[config.mk]
export PLATFORM = sky130hd
export DESIGN_NAME = dmem_obi_slave
export DESIGN_NICKNAME = d
export VERILOG_FILES = /design/src/rtl/dmem_obi_slave.sv
export SDC_FILE = /design/constraint.sdc
export NUM_CORES = 1
export LEC_CHECK = 0
export ABC_AREA = 1
export CAP_MARGIN = 20
export CELL_PAD_IN_SITES_DETAIL_PLACEMENT = 1
export CELL_PAD_IN_SITES_GLOBAL_PLACEMENT = 2
export CORE_MARGIN = 3
export CORE_UTILIZATION = 30
export DETAILED_ROUTE_END_ITERATION = 6
export DONT_BUFFER_PORTS = 1
export PLACE_DENSITY_LB_ADDON = 0.05
export SLEW_MARGIN = 10
export SYNTH_ARGS = -nofsm -noshare
export SYNTH_HDL_FRONTEND = slang
export SYNTH_SLANG_ARGS = --single-unit
[constraint.sdc]
create_clock -name clk_i -period 12.53 [get_ports clk_i]
set_clock_uncertainty 0.1 [all_clocks]
set_input_delay 3.759 -clock clk_i [delete_from_list [all_inputs] [get_ports clk_i]]
set_output_delay 3.759 -clock clk_i [all_outputs]
set_load 0.005 [all_outputs]
[src/rtl/dmem_obi_slave.sv]
// OBI data-memory slave front-end: randomized grant/response wait states, single-cycle memory
// strobes, in-order responses through an outstanding FIFO, and a sticky protocol checker.
module dmem_obi_slave #(
  parameter int unsigned DW         = 33,
  parameter int unsigned FIFO_DEPTH = 4,
  parameter logic [15:0] LFSR_SEED  = 16'hACE1
) (
  input  logic          clk_i,
  input  logic          rst_ni,
  input  logic [3:0]    GNT_WMAX,
  input  logic [3:0]    RESP_WMAX,
  input  logic          data_req,
  input  logic          data_we,
  input  logic [3:0]    data_be,
  input  logic          data_is_cap,
  input  logic [31:0]   data_addr,
  input  logic [DW-1:0] data_wdata,
  input  logic [7:0]    data_flag,
  output logic          data_gnt,
  output logic          data_rvalid,
  output logic [DW-1:0] data_rdata,
  output logic          data_err,
  output logic          mem_cs,
  output logic          mem_we,
  output logic [3:0]    mem_be,
  output logic [7:0]    mem_flag,
  output logic [29:0]   mem_addr32,
  output logic [DW-1:0] mem_wdata,
  input  logic [DW-1:0] mem_rdata,
  input  logic          mem_err,
  output logic          proto_err
);

  localparam int unsigned AW = $clog2(FIFO_DEPTH);
  localparam int unsigned CW = AW + 1;
  localparam logic [CW-1:0] DepthC = CW'(FIFO_DEPTH);

  logic [15:0]   r_lfsr;
  logic          w_lfsr_fb;
  logic [4:0]    w_gdiv;
  logic [4:0]    w_rdiv;
  logic [3:0]    w_rnd_g;
  logic [3:0]    w_rnd_r;

  logic [3:0]    r_gcnt;
  logic [3:0]    r_rcnt;
  logic [CW-1:0] r_outs;
  logic          w_gnt;
  logic          w_hs;

  logic          r_p_vld;
  logic          r_p_we;
  logic          r_p_err;
  logic          w_push;
  logic [DW-1:0] w_push_data;
  logic          w_pop;
  logic          w_head_new;

  logic [DW-1:0]         r_fifo_data [FIFO_DEPTH];
  logic [FIFO_DEPTH-1:0] r_fifo_err;
  logic [AW-1:0]         r_wptr;
  logic [AW-1:0]         r_rptr;
  logic [CW-1:0]         r_fcnt;

  logic          r_stall;
  logic          r_prev_we;
  logic [3:0]    r_prev_be;
  logic          r_prev_cap;
  logic [31:0]   r_prev_addr;
  logic [DW-1:0] r_prev_wdata;
  logic [7:0]    r_prev_flag;
  logic          r_proto;
  logic          w_viol;

  // Wait-state source: Fibonacci LFSR, taps 16,14,13,11
  assign w_lfsr_fb = r_lfsr[15] ^ r_lfsr[13] ^ r_lfsr[12] ^ r_lfsr[10];

  always_ff @(posedge clk_i) begin
    if (!rst_ni) begin
      r_lfsr <= LFSR_SEED;
    end else begin
      r_lfsr <= {r_lfsr[14:0], w_lfsr_fb};
    end
  end

  assign w_gdiv  = {1'b0, GNT_WMAX} + 5'd1;
  assign w_rdiv  = {1'b0, RESP_WMAX} + 5'd1;
  assign w_rnd_g = 4'({1'b0, r_lfsr[3:0]} % w_gdiv);
  assign w_rnd_r = 4'({1'b0, r_lfsr[7:4]} % w_rdiv);

  // Slot is reserved at grant, so the FIFO can never overflow
  assign w_gnt = rst_ni & data_req & (r_gcnt == 4'd0) & (r_outs < DepthC);
  assign w_hs  = w_gnt;

  always_ff @(posedge clk_i) begin
    if (!rst_ni) begin
      r_gcnt <= 4'd0;
    end else if (w_hs) begin
      r_gcnt <= w_rnd_g;
    end else if (data_req && (r_gcnt != 4'd0)) begin
      r_gcnt <= r_gcnt - 4'd1;
    end
  end

  assign mem_cs     = w_hs;
  assign mem_we     = data_we;
  assign mem_be     = data_be;
  assign mem_flag   = data_flag;
  assign mem_addr32 = data_addr[31:2];
  assign mem_wdata  = data_wdata;

  // mem_err belongs to the strobe cycle, mem_rdata to the following one
  always_ff @(posedge clk_i) begin
    if (!rst_ni) begin
      r_p_vld <= 1'b0;
      r_p_we  <= 1'b0;
      r_p_err <= 1'b0;
    end else begin
      r_p_vld <= w_hs;
      r_p_we  <= data_we;
      r_p_err <= mem_err;
    end
  end

  assign w_push      = r_p_vld;
  assign w_push_data = (r_p_we || r_p_err) ? '0 : mem_rdata;

  assign w_pop       = rst_ni & (r_fcnt != '0) & (r_rcnt == 4'd0);
  assign data_rvalid = w_pop;
  assign data_rdata  = w_pop ? r_fifo_data[r_rptr] : '0;
  assign data_err    = w_pop & r_fifo_err[r_rptr];

  always_ff @(posedge clk_i) begin
    if (w_push) begin
      r_fifo_data[r_wptr] <= w_push_data;
      r_fifo_err[r_wptr]  <= r_p_err;
    end
  end

  always_ff @(posedge clk_i) begin
    if (!rst_ni) begin
      r_wptr <= '0;
      r_rptr <= '0;
      r_fcnt <= '0;
      r_outs <= '0;
    end else begin
      if (w_push) begin
        r_wptr <= r_wptr + AW'(1);
      end
      if (w_pop) begin
        r_rptr <= r_rptr + AW'(1);
      end
      case ({w_push, w_pop})
        2'b10:   r_fcnt <= r_fcnt + CW'(1);
        2'b01:   r_fcnt <= r_fcnt - CW'(1);
        default: r_fcnt <= r_fcnt;
      endcase
      case ({w_hs, w_pop})
        2'b10:   r_outs <= r_outs + CW'(1);
        2'b01:   r_outs <= r_outs - CW'(1);
        default: r_outs <= r_outs;
      endcase
    end
  end

  // A fresh entry reaches the head on a push into an empty FIFO or a pop that leaves one behind
  assign w_head_new = (w_push & (r_fcnt == '0)) |
                      (w_pop & ((r_fcnt != CW'(1)) | w_push));

  always_ff @(posedge clk_i) begin
    if (!rst_ni) begin
      r_rcnt <= 4'd0;
    end else if (w_head_new) begin
      r_rcnt <= w_rnd_r;
    end else if (r_rcnt != 4'd0) begin
      r_rcnt <= r_rcnt - 4'd1;
    end
  end

  // A stalled request (req & !gnt) must hold every attribute until granted
  assign w_viol = r_stall & (~data_req |
                             (data_we != r_prev_we) |
                             (data_be != r_prev_be) |
                             (data_is_cap != r_prev_cap) |
                             (data_addr != r_prev_addr) |
                             (data_wdata != r_prev_wdata) |
                             (data_flag != r_prev_flag));

  always_ff @(posedge clk_i) begin
    if (!rst_ni) begin
      r_stall      <= 1'b0;
      r_prev_we    <= 1'b0;
      r_prev_be    <= 4'd0;
      r_prev_cap   <= 1'b0;
      r_prev_addr  <= 32'd0;
      r_prev_wdata <= '0;
      r_prev_flag  <= 8'd0;
      r_proto      <= 1'b0;
    end else begin
      r_stall      <= data_req & ~w_gnt;
      r_prev_we    <= data_we;
      r_prev_be    <= data_be;
      r_prev_cap   <= data_is_cap;
      r_prev_addr  <= data_addr;
      r_prev_wdata <= data_wdata;
      r_prev_flag  <= data_flag;
      r_proto      <= r_proto | w_viol;
    end
  end

  assign data_gnt  = w_gnt;
  assign proto_err = r_proto;

endmodule

==> flow_metrics.env <==
export IMPL_drv_slew=0
export IMPL_ctsHoldBuffers=0
export IMPL_crit_chain="inv_4 -> nor3_4 -> inv_2 -> a21oi_1"
export IMPL_ys_seq_area_frac=0.509
export IMPL_synth_ff_type="edfxtp_1"
export IMPL_synth_top_area_cell="edfxtp_1"
export IMPL_synthCells=1472
export IMPL_clock_sinks=255
export IMPL_antenna_left=0
export IMPL_rows=74
export IMPL_hold_path_end="r_lfsr[12]$_SDFF_PN0_"
export IMPL_grt_usage=0.146
export IMPL_io_buffers=0
export IMPL_worstPathArrival_ns=5.24
export IMPL_fin_area_sq_um=13700
export IMPL_grt_start_max_net_pins=109
export IMPL_antenna_found_initial=0
export IMPL_setup_viol=0
export IMPL_syn_to_final_growth_pct=7.70
export IMPL_initial_core_util=0.307
export IMPL_ys_types=44
export IMPL_finalWirelength_microns=32500
export IMPL_viasPerCell=4.52
export IMPL_critPathSlowestCell="a21oi_1"
export IMPL_root_buffer="clkbuf_16"
export IMPL_r2r_slack_ns=7.24
export IMPL_placed_area_sq_um=12700
export IMPL_grt_pass1_vias=9432
export IMPL_whs_ns=0.312
export IMPL_place_hpwl_microns=22000
export IMPL_cts_tree="yes"
export IMPL_rsz0062_at_grt="no"
export IMPL_diodes=0
export IMPL_power_density_nw_per_um2=169
export IMPL_die_area_sq_um=44800
export IMPL_final_cells=1949
export IMPL_dr_first_iter_drc_count=242
export IMPL_critPathLaunchType="primary input"
export IMPL_slew_headroom=0.364
export IMPL_hp_start="r_lfsr[11]$_SDFF_PN1_"
export IMPL_postCtsSetupBuffers=0
export IMPL_status="complete, no violations"
export IMPL_crit_required_ns=8.67
export IMPL_place_congestion=0.757
export IMPL_ir_worst_vdd_uv=97.3
export IMPL_cts_buffers=30
export IMPL_path_class="in -> out"
export IMPL_finalPower_mw=2.31
export IMPL_post_route_min_period_ns=9.10
export IMPL_yosys_cell_count_top_type="inv_1"
export IMPL_r2r_cells=37
export IMPL_cap_violations=0
export IMPL_synth_nets=1647
export IMPL_io_pins=238
export IMPL_drtPass1Iterations=4
export IMPL_final_hold_viol_count=0
export IMPL_p_leak_nw=6.18
export IMPL_nets=1568
export IMPL_max_freq_mhz=110
export IMPL_placed_cells=1893
export IMPL_clkTransAtPathRegs_ns=0.06
export IMPL_cts_buffer_depth=3
export IMPL_grt_overflow=0
export IMPL_setup_tns_final_ns=0
export IMPL_synth_common_cells="237 x inv_1, 231 x nor2_1, 213 x nand2_1, 136 x edfxtp_1, 119 x dfxtp_1"
export IMPL_critical_path_max_fanout=108
export IMPL_finalCritPeriodShare=0.726
export IMPL_worst_pin_slew_ns=0.954
export IMPL_yosys_warnings=0
export IMPL_vias=8801
export IMPL_dieHeight_microns=212
export IMPL_htree_levels=1
export IMPL_post_route_cells_drive_above_1_share=0.0840
export IMPL_reg2reg_from="r_lfsr[6]$_SDFF_PN1_"
export IMPL_wire_per_inst_microns=16.7
export IMPL_hold_depth=2
export IMPL_ys_async_sr_fraction=0
export IMPL_reg2reg_to="r_rcnt[3]$_SDFFE_PN0P_"
export IMPL_die_w_microns=212
export IMPL_core_sq_um=41300
export IMPL_synthTopCellsByArea="edfxtp_1 32%, dfxtp_1 19%, inv_1 7.0%"
export IMPL_clock_latency_ns=0.57
export IMPL_ys_ff_latch=255
export IMPL_cts_resized_gates=0
export IMPL_grt_first_pass_wirelength_microns=51900
export IMPL_cp_end_kind="output port"
export IMPL_drc_errors=0
export IMPL_synth_edf_count=136
export IMPL_avgSynthCellArea_sq_um=8.63
export IMPL_hp_class="reg -> reg"
export IMPL_synth_top_area_share=0.322
export IMPL_syn_area_sq_um=12700
export IMPL_slowest_delay_ns=0.47
## critical path: cells and delay by family
kind,cells,cell delay [ns]
compound gates,1,0.47
buf+inv,2,0.52
simple gates,1,0.39
## stage by stage
| step | setup WS, ns | util |
|---|---|---|
| detailed placement | 3.43 | 0.307 |
| finish | 3.43 | 0.331 |
| floorplan | 3.98 | - |
| global route | 3.30 | 0.331 |
| CTS | 3.43 | 0.331 |
| global placement | 3.47 | 0.307 |
## final cells by class
| cell class | count | area [sq um] |
|---|---|---|
| repair buffers | 8 | 72.6 |
| well taps | 532 | 666 |
| inverters | 246 | 926 |
| fillers | 4802 | 27600 |
| clock buffers | 42 | 846 |
| flip-flops and latches | 255 | 6470 |
| multi-input cells | 852 | 4560 |
| clock inverters | 14 | 134 |
## cells in the final DEF, fill, tap and decap left out, types with 3 or more instances in the layout
cell type / synthesis / final
nor2_1: 231 / 231
a21oi_1: 67 / 67
a31oi_1: 4 / 4
clkbuf_8: 0 / 5
o21ai_2: 7 / 7
clkbuf_16: 0 / 30
o22ai_1: 7 / 7
nand4_1: 11 / 11
nand3b_1: 3 / 3
fa_1: 3 / 3
o211ai_1: 3 / 3
xnor2_1: 27 / 27
clkinv_1: 1 / 4
nor3_1: 8 / 8
a21oi_2: 4 / 4
inv_1: 237 / 236
clkbuf_1: 33 / 7
nand2_2: 11 / 11
inv_2: 7 / 7
o21ai_0: 100 / 100
buf_4: 78 / 7
nand2_1: 213 / 213
o21ai_1: 9 / 9
or2_2: 17 / 17
nand3_2: 3 / 3
nand2_4: 3 / 3
xor2_1: 28 / 28
edfxtp_1: 136 / 136
dfxtp_1: 119 / 118
nand3_1: 31 / 31
ha_1: 48 / 48
clkinv_2: 0 / 7
## cells by family after synthesis
family / share of synthesized area
XOR/XNOR: 0.0405
AO/OA/AOI/OAI: 0.0870
adder cells (fa/ha/maj): 0.0520
AND/OR/NAND/NOR: 0.180
flip-flops: 0.509
buffers and inverters: 0.131
## how the worst max path moves through the flow
stage,start,to,cells after the start
6_report,rst_ni,data_rdata[1],4
2_1_floorplan,rst_ni,data_rdata[10],6
4_1_cts,rst_ni,data_rdata[9],4
3_3_place_gp,rst_ni,data_rdata[9],4
3_5_place_dp,rst_ni,data_rdata[9],4
5_1_grt,rst_ni,data_rdata[20],4
## state kept, by name (all words and copies together) (netlist names), 3 cells and up, named ones only
| signal | flops |
|---|---|
| r_outs | 3 |
| r_rcnt | 4 |
| r_fcnt | 3 |
| r_prev_be | 4 |
| r_prev_wdata | 33 |
| r_prev_flag | 8 |
| r_gcnt | 4 |
| r_fifo_err | 4 |
| r_lfsr | 16 |
| r_prev_addr | 32 |
| r_fifo_data | 132 |
## power by group
group	internal, mW	total [mW]	switching, mW	leakage [nW]
Sequential	0.950	0.978	0.0275	2.23
Clock	0.510	0.860	0.350	0.480
Combinational	0.161	0.467	0.306	3.47
## metal layers
metal  share of wire  global-route usage  wire [microns]  vias to the layer above
met3           0.057              0.0356            1860                       43
met1            0.45               0.182           14500                     4160
li1                -                   -               -                     4412
met2            0.48               0.256           15600                      186
met5               0                   0               0                        -
met4           0.016              0.0333             535                        0
Power figures use the tool's default switching activity.
